--- src/rtl/uart_tx_scheduler_pkg.sv ---
// Shared types and constants for the round-robin UART transmit scheduler.
package uart_tx_scheduler_pkg;

  localparam int UART_DATA_BITS     = 8;
  localparam int UART_TICKS_DEFAULT = 16;

  // Frame sequencer states.
  typedef enum logic [1:0] {
    IDLE,
    START,
    DATA,
    STOP
  } state_t;

  // Counter width for a modulo-n count, never narrower than one bit.
  function automatic int cnt_width(input int n);
    return (n > 1) ? $clog2(n) : 1;
  endfunction

endpackage

--- src/rtl/uart_tx_scheduler_if.sv ---
// Byte-source handshake bundle: one valid/ready pair and one byte lane per requester.
interface uart_tx_scheduler_if
  import uart_tx_scheduler_pkg::*;
#(
  parameter int N_REQ = 4
);

  logic [N_REQ-1:0]                req_valid;
  logic [UART_DATA_BITS*N_REQ-1:0] req_data;
  logic [N_REQ-1:0]                req_ready;

  // Requester side drives bytes and sees the accept pulse.
  modport master (
    output req_valid,
    output req_data,
    input  req_ready
  );

  // Scheduler side accepts bytes.
  modport slave (
    input  req_valid,
    input  req_data,
    output req_ready
  );

endinterface

--- src/rtl/uart_tx_scheduler_rr_arbiter.sv ---
// Combinational round-robin arbiter: picks the first requester above i_last, wrapping.
module uart_tx_scheduler_rr_arbiter #(
  parameter int N_REQ = 4
) (
  input  logic [N_REQ-1:0] i_req,
  input  logic [2:0]       i_last,
  output logic [N_REQ-1:0] o_grant,
  output logic [2:0]       o_idx,
  output logic             o_any
);

  // Bit k of a request vector, with a plain integer index.
  function automatic logic req_at(input logic [N_REQ-1:0] v, input int k);
    logic [N_REQ-1:0] s;
    s = v >> k;
    return s[0];
  endfunction

  // Walk from the farthest candidate to the nearest so the nearest set request wins.
  always_comb begin
    // NOTE: every output gets a default before the loop, so no path leaves one
    // unassigned and no latch is inferred.
    o_idx = 3'd0;
    o_any = 1'b0;
    for (int off = N_REQ; off >= 1; off--) begin
      if (req_at(i_req, (int'(i_last) + off) % N_REQ)) begin
        o_idx = 3'((int'(i_last) + off) % N_REQ);
        o_any = 1'b1;
      end
    end
  end

  assign o_grant = o_any ? (N_REQ'(1) << o_idx) : '0;

endmodule

--- src/rtl/uart_tx_scheduler.sv ---
// Shares one 8N1 transmit line among N_REQ byte sources, one whole frame per grant.
// Bit timing is driven by the baud generator's enable_16 oversample tick.
module uart_tx_scheduler
  import uart_tx_scheduler_pkg::*;
#(
  parameter int N_REQ         = 4,
  parameter int STOP_BITS     = 1,
  parameter int TICKS_PER_BIT = UART_TICKS_DEFAULT
) (
  input  logic                  clk,
  input  logic                  reset,
  input  logic                  enable_16,
  uart_tx_scheduler_if.slave    req_if,
  output logic                  tx,
  output logic                  busy,
  output logic [2:0]            active_id
);

  localparam int               TW        = cnt_width(TICKS_PER_BIT);
  localparam logic [TW-1:0]    TICK_LAST = TW'(TICKS_PER_BIT - 1);
  localparam logic [3:0]       DATA_LAST = 4'(UART_DATA_BITS - 1);
  localparam logic [3:0]       STOP_LAST = 4'(STOP_BITS - 1);

  state_t                      r_state,     w_state_nxt;
  logic [TW-1:0]               r_tick_cnt,  w_tick_nxt;
  logic [3:0]                  r_bit_cnt,   w_bit_nxt;
  logic [UART_DATA_BITS-1:0]   r_shreg,     w_shreg_nxt;
  logic                        r_tx,        w_tx_nxt;
  logic                        r_busy,      w_busy_nxt;
  logic [2:0]                  r_active_id, w_active_nxt;
  logic [2:0]                  r_rr_last,   w_rr_nxt;

  logic [N_REQ-1:0]                w_grant;
  logic [2:0]                      w_grant_idx;
  logic                            w_grant_any;
  logic [N_REQ-1:0]                w_ready;
  logic [UART_DATA_BITS*N_REQ-1:0] w_data_sh;
  logic [UART_DATA_BITS-1:0]       w_grant_byte;
  logic                            w_bit_done;

  uart_tx_scheduler_rr_arbiter #(.N_REQ(N_REQ)) u_arb (
    .i_req   (req_if.req_valid),
    .i_last  (r_rr_last),
    .o_grant (w_grant),
    .o_idx   (w_grant_idx),
    .o_any   (w_grant_any)
  );

  // Byte lane of the winning requester.
  assign w_data_sh    = req_if.req_data >> {w_grant_idx, 3'b000};
  assign w_grant_byte = w_data_sh[UART_DATA_BITS-1:0];

  // A qualifying tick closes the current bit period.
  assign w_bit_done = enable_16 && (r_tick_cnt == TICK_LAST);

  // Next-state and registered-output decode for the frame sequencer.
  always_comb begin
    w_state_nxt  = r_state;
    w_tick_nxt   = r_tick_cnt;
    w_bit_nxt    = r_bit_cnt;
    w_shreg_nxt  = r_shreg;
    w_active_nxt = r_active_id;
    w_rr_nxt     = r_rr_last;
    w_ready      = '0;
    w_tx_nxt     = 1'b1;
    w_busy_nxt   = 1'b0;

    unique case (r_state)
      IDLE: begin
        // The grant cycle's enable_16 is deliberately not counted.
        if (w_grant_any) begin
          w_ready      = w_grant;
          w_shreg_nxt  = w_grant_byte;
          w_active_nxt = w_grant_idx;
          w_rr_nxt     = w_grant_idx;
          w_tick_nxt   = '0;
          w_bit_nxt    = 4'd0;
          w_state_nxt  = START;
        end
      end
      START, DATA, STOP: begin
        if (enable_16) begin
          w_tick_nxt = w_bit_done ? '0 : r_tick_cnt + 1'b1;
        end
        if (w_bit_done) begin
          unique case (r_state)
            START: begin
              w_state_nxt = DATA;
              w_bit_nxt   = 4'd0;
            end
            DATA: begin
              if (r_bit_cnt == DATA_LAST) begin
                w_state_nxt = STOP;
                w_bit_nxt   = 4'd0;
              end else begin
                w_shreg_nxt = r_shreg >> 1;
                w_bit_nxt   = r_bit_cnt + 4'd1;
              end
            end
            default: begin
              if (r_bit_cnt == STOP_LAST) begin
                w_state_nxt = IDLE;
                w_bit_nxt   = 4'd0;
              end else begin
                w_bit_nxt   = r_bit_cnt + 4'd1;
              end
            end
          endcase
        end
      end
      default: w_state_nxt = IDLE;
    endcase

    // Line level follows the state being entered, so tx is a clean flop output.
    unique case (w_state_nxt)
      START: begin w_tx_nxt = 1'b0;           w_busy_nxt = 1'b1; end
      DATA:  begin w_tx_nxt = w_shreg_nxt[0]; w_busy_nxt = 1'b1; end
      STOP:  begin w_tx_nxt = 1'b1;           w_busy_nxt = 1'b1; end
      default: begin w_tx_nxt = 1'b1;         w_busy_nxt = 1'b0; end
    endcase
  end

  // Sequencer registers; reset aborts any frame and returns the line to idle-high.
  always_ff @(posedge clk or posedge reset) begin
    if (reset) begin
      r_state     <= IDLE;
      r_tick_cnt  <= '0;
      r_bit_cnt   <= 4'd0;
      r_shreg     <= '0;
      r_tx        <= 1'b1;
      r_busy      <= 1'b0;
      r_active_id <= 3'd0;
      r_rr_last   <= 3'(N_REQ - 1);
    end else begin
      // NOTE: non-blocking assignments so every register samples pre-edge values
      // regardless of statement order.
      r_state     <= w_state_nxt;
      r_tick_cnt  <= w_tick_nxt;
      r_bit_cnt   <= w_bit_nxt;
      r_shreg     <= w_shreg_nxt;
      r_tx        <= w_tx_nxt;
      r_busy      <= w_busy_nxt;
      r_active_id <= w_active_nxt;
      r_rr_last   <= w_rr_nxt;
    end
  end

  // The accept pulse is combinational from IDLE; held off while reset is asserted.
  assign req_if.req_ready = reset ? '0 : w_ready;

  assign tx        = r_tx;
  assign busy      = r_busy;
  assign active_id = r_active_id;

endmodule

--- src/flat_wrapper.sv ---
// flat-port wrapper written by rule: the top's interface ports become plain ports
module uart_tx_scheduler_flat import uart_tx_scheduler_pkg::*;
#(
  parameter int N_REQ         = 4,
  parameter int STOP_BITS     = 1,
  parameter int TICKS_PER_BIT = UART_TICKS_DEFAULT
)
  (clk, reset, enable_16, tx, busy, active_id, req_if_req_valid, req_if_req_data, req_if_req_ready);
  uart_tx_scheduler_if #(.N_REQ(N_REQ)) req_if_i ();
  input  logic clk;
  input  logic reset;
  input  logic enable_16;
  output logic tx;
  output logic busy;
  output logic [2:0] active_id;
  input wire logic [$bits(req_if_i.req_valid)-1:0] req_if_req_valid;
  input wire logic [$bits(req_if_i.req_data)-1:0] req_if_req_data;
  output wire logic [$bits(req_if_i.req_ready)-1:0] req_if_req_ready;
  assign req_if_i.req_valid = req_if_req_valid;
  assign req_if_i.req_data = req_if_req_data;
  assign req_if_req_ready = req_if_i.req_ready;
  uart_tx_scheduler #(.N_REQ(N_REQ), .STOP_BITS(STOP_BITS), .TICKS_PER_BIT(TICKS_PER_BIT)) u_core (.clk(clk), .reset(reset), .enable_16(enable_16), .req_if(req_if_i), .tx(tx), .busy(busy), .active_id(active_id));
endmodule
--- config.mk ---
export PLATFORM = sky130hd
export DESIGN_NAME = uart_tx_scheduler_flat
export DESIGN_NICKNAME = d
export VERILOG_FILES = /design/src/rtl/uart_tx_scheduler_pkg.sv /design/src/rtl/uart_tx_scheduler_if.sv /design/src/rtl/uart_tx_scheduler_rr_arbiter.sv /design/src/rtl/uart_tx_scheduler.sv /design/src/flat_wrapper.sv
export SDC_FILE = /design/constraint.sdc
export NUM_CORES = 1
export LEC_CHECK = 0
export CORE_ASPECT_RATIO = 0.8
export CORE_UTILIZATION = 42
export DETAILED_ROUTE_END_ITERATION = 10
export PLACE_DENSITY = 0.83
export SLEW_MARGIN = 20
export SYNTH_ARGS = -nofsm -noshare
export SYNTH_HDL_FRONTEND = slang
export SYNTH_SLANG_ARGS = --single-unit
--- constraint.sdc ---
create_clock -name clk -period 2 [get_ports clk]
set_input_delay 0.3 -clock clk [delete_from_list [all_inputs] [get_ports clk]]
set_output_delay 0.3 -clock clk [all_outputs]
set_load 0.05 [all_outputs]
# Word level (Yosys, flattened, before mapping)
# Cells that the tools add are included.
dict set report totals {
  mem_count 0
  out_inout_bits 9
  reg_bits 25
  mem_bits_rw 0
  in_bits 39
  latchBits 0
  wordCells 84
  rom_bits 0
}
dict set report classes {
  muxes 33
  n_mul 0
  shifts 6
  n_addsub 6
  n_bitwise 4
  n_div 0
  eq_ne 13
  magnitude_cmp 0
  n_reduce_logical 13
}
# cell n
set op_table {}
lappend op_table {{$shr A4 B32 Y1} 4}
lappend op_table {{$mux W4} 9}
lappend op_table {{$mux W8} 4}
lappend op_table {{$shr A32 B6 Y8} 1}
lappend op_table {{$pmux W4 S2} 3}
lappend op_table {{$pmux W8 S2} 1}
lappend op_table {{$mux W3} 4}
lappend op_table {{$add A4 B1 Y4 const B} 2}
lappend op_table {{$eq A2 B2 Y1 const B} 4}
lappend op_table {{$mux W2} 4}
lappend op_table {{$pmux W2 S2} 2}
lappend op_table {{$reduce_or A2 Y1} 4}
lappend op_table {{$ne A2 B2 Y1 const B} 3}
lappend op_table {{$reduce_and A2 Y1} 3}
lappend op_table {{$reduce_or A3 Y1} 2}
lappend op_table {{$mux W1} 5}
lappend op_table {{$add A2 B1 Y2 const B} 2}
lappend op_table {{$add A2 B2 Y2 const B} 2}
lappend op_table {{$and A1 B1 Y1 const A} 4}
lappend op_table {{$eq A2 B1 Y1 const B} 2}
lappend op_table {{$eq A4 B3 Y1 const B} 1}
lappend op_table {{$eq A4 B4 Y1 const B} 1}
lappend op_table {{$logic_not A4 Y1} 1}
lappend op_table {{$ne A2 B1 Y1 const B} 2}
lappend op_table {{5 further kinds} 5}

# Longest topological paths before layout
dict set report depth {
  word_depth 13
  depth_mapped 8
  depth_no_buf 8
}

# Modules after synthesis
# A second synthesis with hierarchy kept.
dict set report hier_totals {
  cells_unflattened 180
  area_unflattened_um2 1726.7
}
# module cells_each area_each_um2 n_inst
set modules_own_cells {}
lappend modules_own_cells {uart_tx_scheduler 150 1537.7 1}
lappend modules_own_cells {uart_tx_scheduler_rr_arbiter 30 188.9 1}

# Worst setup path after synthesis
# OpenSTA, ideal clock, no wires.
dict set report synth_timing {
  path_kind {register to output}
  start {reg u_core.r_rr_last[1]}
  end {out req_if_req_ready[1]}
  path_slack_ps -1242
  arrival_time_ps 2942
  stages_incl_launch_ff 6
  required_ps 1700
  path_cell_list {dfstp_2 > nand2b_1 > a21oi_1 > o221ai_1 > buf_2 > nor4b_1}
}
dict set report synth_via {
  elab_chain_cells 12
  elab_cells_between_ends 28
  cone_classes {add/sub: 4; shift: 5; mux: 11; bitwise: 4; reduce/logical: 4}
}
# element line
set synth_lines {}
lappend synth_lines {{start, declared} uart_tx_scheduler.sv:31} ;# logic [2:0] r_rr_last, w_rr_nxt;
lappend synth_lines {{start signal, assigned} uart_tx_scheduler.sv:133} ;# r_rr_last <= 3'(N_REQ - 1);
lappend synth_lines {{start signal, assigned} uart_tx_scheduler.sv:144} ;# r_rr_last <= w_rr_nxt;
lappend synth_lines {{$add A2 B1 Y2} {uart_tx_scheduler_rr_arbiter.sv:26, uart_tx_scheduler_rr_arbiter.sv:27}}
lappend synth_lines {{$reduce_or A2 Y1 (no line)} -}
lappend synth_lines {{$and A1 B1 Y1 (no line)} -}
lappend synth_lines {{$shr A4 B32 Y1} uart_tx_scheduler_rr_arbiter.sv:15} ;# s = v >> k;
lappend synth_lines {{$mux W3 (4 in series)} uart_tx_scheduler_rr_arbiter.sv:26} ;# if (req_at(i_req, (int'(i_last) + off) % N_REQ)) begin
lappend synth_lines {{$shl A1 B3 Y4} uart_tx_scheduler_rr_arbiter.sv:33} ;# assign o_grant = o_any ? (N_REQ'(1) << o_idx) : '0;
lappend synth_lines {{$mux W4 *} uart_tx_scheduler.sv:71} ;# if (w_grant_any) begin
lappend synth_lines {{$mux W4 *} uart_tx_scheduler.sv:68} ;# unique case (r_state)
lappend synth_lines {{$mux W4 *} uart_tx_scheduler.sv:149} ;# assign req_if.req_ready = reset ? '0 : w_ready;
lappend synth_lines {{end, declared} flat_wrapper.sv:18} ;# output wire logic [$bits(req_if_i.req_ready)-1:0] req_if_req_ready;
# Every way passes the cells marked *; elsewhere a longest branch is shown, timed or not.

# Final worst setup path
# Same ends and word-level chain as after synthesis.

==> metrics.md <==
| Metric | Value |
|---|---|
| Vias in the first global route | `1604` |
| Initial antenna violation count | `0` |
| Unrepaired setup endpoints after global routing | `yes` |
| FF+latch count, synth | `24` |
| CTS clock-pin slew for the worst setup and hold paths | `~80 ps` |
| Clk_lat worst skew | `270 ps` |
| Adder-cell share of the synthesized area | `4.80%` |
| WS Path Type | `reg2out` |
| Switching Share | `about two fifths` |
| # rows | `19` |
| PortBufs | `46` |
| Mux contribution to synthesized area | `13.8%` |
| CP max stage delay | `590 ps` |
| Maximum VDD drop | `0.845 mV` |
| Clock Skew | `8.38 ps` |
| Power density over the cells | `roughly 1200 nW/um^2` |
| Netlist cell types | `46` |
| CTS tree | `built` |
| Maximum clock frequency | `about 450 MHz` |
| Top cells by area, synth | `dfrtp_1, mux4_2, dfstp_2` |
| Top cell type by total area after synthesis | `dfrtp_1` |
| Sw Pwr | `1.23 mW` |
| Failing checks | `setup timing` |
| Most common cell in the netlist | `dfrtp_1` |
| Headroom to the max-slew limit | `63.9%` |
| Final setup fails | `11` |
| Clock share of power | `approximately a tenth` |
| Ys flop type | `dfrtp_1` |
| I/O pin count | `48` |
| Final wirelength | `4390 um` |
| Placement Cell Area | `2330 sq um` |
| Footprint of the multi-input gates | `1000 sq um` |
| Post-Layout Cell Count | `277` |
| Clock sinks | `24` |
| Synth top area share | `33.6%` |
| Seq pwr share | `27.7%` |
| DRT Pass-1 Iters | `8` |
| Cell at the root of the clock tree | `clkbuf_8` |
| Area Overhead vs Synth | `62.7%` |
| Tot Pwr | `3.10 mW` |
| Residual DRC | `0` |
| Internal power | `~1.9 mW` |
| Largest net degree at the start of global routing | `25` |
| Top Family by Delay on Critical Path | `flip-flops` |
| Via density | `5.68` |
| Crit path capture type | `output pin` |
| Vias | `1573` |
| Post-route ant nets | `0` |
| Die height | `56.6 um` |
| Arr. time, crit path | `1920 ps` |
| FF/Latch Area | `604 sq um` |
| CP required | `1700 ps` |
| Clock buffer count from CTS | `3` |
| Final setup margin | `-216 ps` |
| Post-synth EDFFs | `0` |
| Part of the Yosys area used for sequential elements | `38.6%` |
| Crit path top cell by count | `buf_6` |
| Post-route cell area | `2550 sq um` |
| CP Max Fanout | `5` |
| RD Place Congestion | `0.791` |
| Status | `finished, violations left` |
| Max-cap violation count | `0` |
| Share of layout cells above drive strength 1 | `30.2%` |
| WP buf/inv | `3` |
| Critical-path cell list | `buf_6, nand2b_4, a21oi_2, o221ai_2, buf_6, nor4b_4, buf_12` |
| Final critical-path share of the clock period | `111%` |
| Hold Fails Final Rpt | `0` |
| Routed WL per cell | `15.8 um` |
| Nets | `about 280` |
| Slowest CP cell | `dfstp_2` |
| CORE AREA | `roughly 3500 sq um` |
| Synth warn | `0` |
| First-pass GRT wire length | `7290 um` |
| Clock Tree Buf Depth | `2` |
| Synthesized area | `1570 sq um` |
| ANT cells | `0` |
| Placed insts | `265` |
| Hold crit path type | `reg2reg` |
| Synth Area in Compound Gates | `19.1%` |
| 1st-iter DRT viols | `139` |
| XOR/XNOR Fraction of Synth Area | `0%` |
| Startpoint Class | `flop` |
| Async S/R FF share, synth | `100%` |
| Slew Viols, Final | `0` |
| Synth Instances | `157` |
| DPL Wire Length | `approximately 3200 um` |
| Final Util | `72.9%` |
| Min cycle time layout | `2220 ps` |
| Largest family of logic cells by synthesized area | `compound AO/OA/AOI/OAI gates` |
| Average cell area after synthesis | `9.97 sq um` |
| Initial core utilization | `44.8%` |
| Number of fill cells | `221` |
| Gr ovfl total | `0` |
| Leak Pwr | `1.10 nW` |
| Worst-Margin Slew | `541 ps` |
| # H-tree levels | `1` |
| Simple-Gate Fraction of Synth Area | `a little under a fifth` |
| Die area | `3980 sq um` |
| Total Routing Usage GR | `23.2%` |
| Comb pwr share | `62.8%` |
| Die width | `70.3 um` |
| Syn nets | `a little over 200` |
| Most instantiated cells after synthesis | `dfrtp_1, inv_1, o21ai_0` |
==> per-stage QoR <==
stage	TNS [ps]	hold WS, ps	setup WS, ps
final	-1320	528	-216
after global routing	-2360	547	-310
after CTS	-1450	520	-213
after detailed placement	-4760	492	-448
after global placement	-3920	486	-350
after floorplan	-325	318	-162
==> cells in the final DEF (no fill, tap or decap), drive strengths merged, types with 5 or more instances in the layout <==
master / Yosys / routed
nor2: 11 / 11
dfrtp: 21 / 21
a222oi: 5 / 5
mux4: 6 / 6
nand3: 5 / 5
a21oi: 7 / 7
inv: 13 / 13
clkdlybuf4s50: 0 / 39
ha: 6 / 6
o21ai: 14 / 14
nand2: 12 / 12
buf: 4 / 37
==> logic make-up (layout without fill, tap and decap cells) <==
| group | count (synthesis) | count (layout) |
|---|---|---|
| and+or+nand+nor | 52 | 52 |
| AOI/OAI and AO/OA | 43 | 43 |
| DFF | 24 | 24 |
| buffers and inverters | 18 | 96 |
| muxes | 13 | 13 |
| adders and majority gates | 6 | 6 |
| other | 1 | 1 |
==> flip-flops by register name, summed over array words and instances (netlist names) <==
| signal | count |
|---|---|
| u_core.r_shreg | 8 |
| u_core.r_bit_cnt | 4 |
| u_core.r_tick_cnt | 4 |
| u_core.active_id | 2 |
| u_core.r_rr_last | 2 |
| u_core.r_state | 2 |
| u_core.busy | 1 |
| u_core.tx | 1 |
==> routing by layer <==
| layer | wire length, um | vias to the layer above | GRT usage [%] |
|---|---|---|---|
| met5 | 0 | - | 0 |
| met4 | 36 | 0 | 4.00 |
| met3 | 300 | 6 | 6.64 |
| met2 | 2120 | 64 | 38.6 |
| met1 | 1930 | 758 | 30.4 |
| li1 | - | 745 | - |
==> power groups by stage <==
| stage | clock [mW] | sequential [mW] | combinational (mW) |
|---|---|---|---|
| floorplan | 0 | 0.933 | 0.973 |
| global placement | 0 | 0.845 | 1.54 |
| detailed placement | 0 | 0.851 | 1.60 |
| CTS | 0.297 | 0.847 | 1.77 |
| global route | 0.319 | 0.880 | 2.11 |
| finish | 0.297 | 0.859 | 1.95 |
==> final timing paths <==
check / startpoint / to / slack [ps] / cells past startpoint
max in group asynchronous: reset / u_core.tx / 1070 / 3
min in group asynchronous: reset / u_core.r_tick_cnt[3] / 650 / 3
min: u_core.active_id[0] / u_core.active_id[0] / 530 / 2
max: u_core.r_rr_last[1] / req_if_req_ready[1] / -220 / 7
min reg2reg: u_core.active_id[0] / u_core.active_id[0] / 530 / 2
max reg2reg: u_core.r_rr_last[1] / u_core.r_shreg[6] / -130 / 7
==> worst register-to-register path, stage by stage, from the launching register on <==
cell and delay, ps:
dfstp_2 590, nand2_1 70, a31oi_1 160, and2_4 220, buf_6 130, mux4_2 490, a222oi_1 290, inv_1 70
==> area by class of cell <==
| cell class | instances | area share (%) |
|---|---|---|
| Tap cell | 42 | 2.06 |
| Timing Repair Buffer | 79 | 31.1 |
| Clock buffer | 4 | 1.77 |
| Sequential cell | 24 | 23.7 |
| Multi-Input combinational cell | 115 | 39.5 |
| Inverter | 13 | 1.92 |
==> repair_timing <==
action / 4_1_cts / 5_1_grt
resized for setup: 15 / 17
setup endpoints to repair: 13 / 15
pin swaps: 12 / 9
buffers inserted: 7 / 2
hold buffers: 0 / 0
Note: power is estimated with default switching activity, not from simulation.
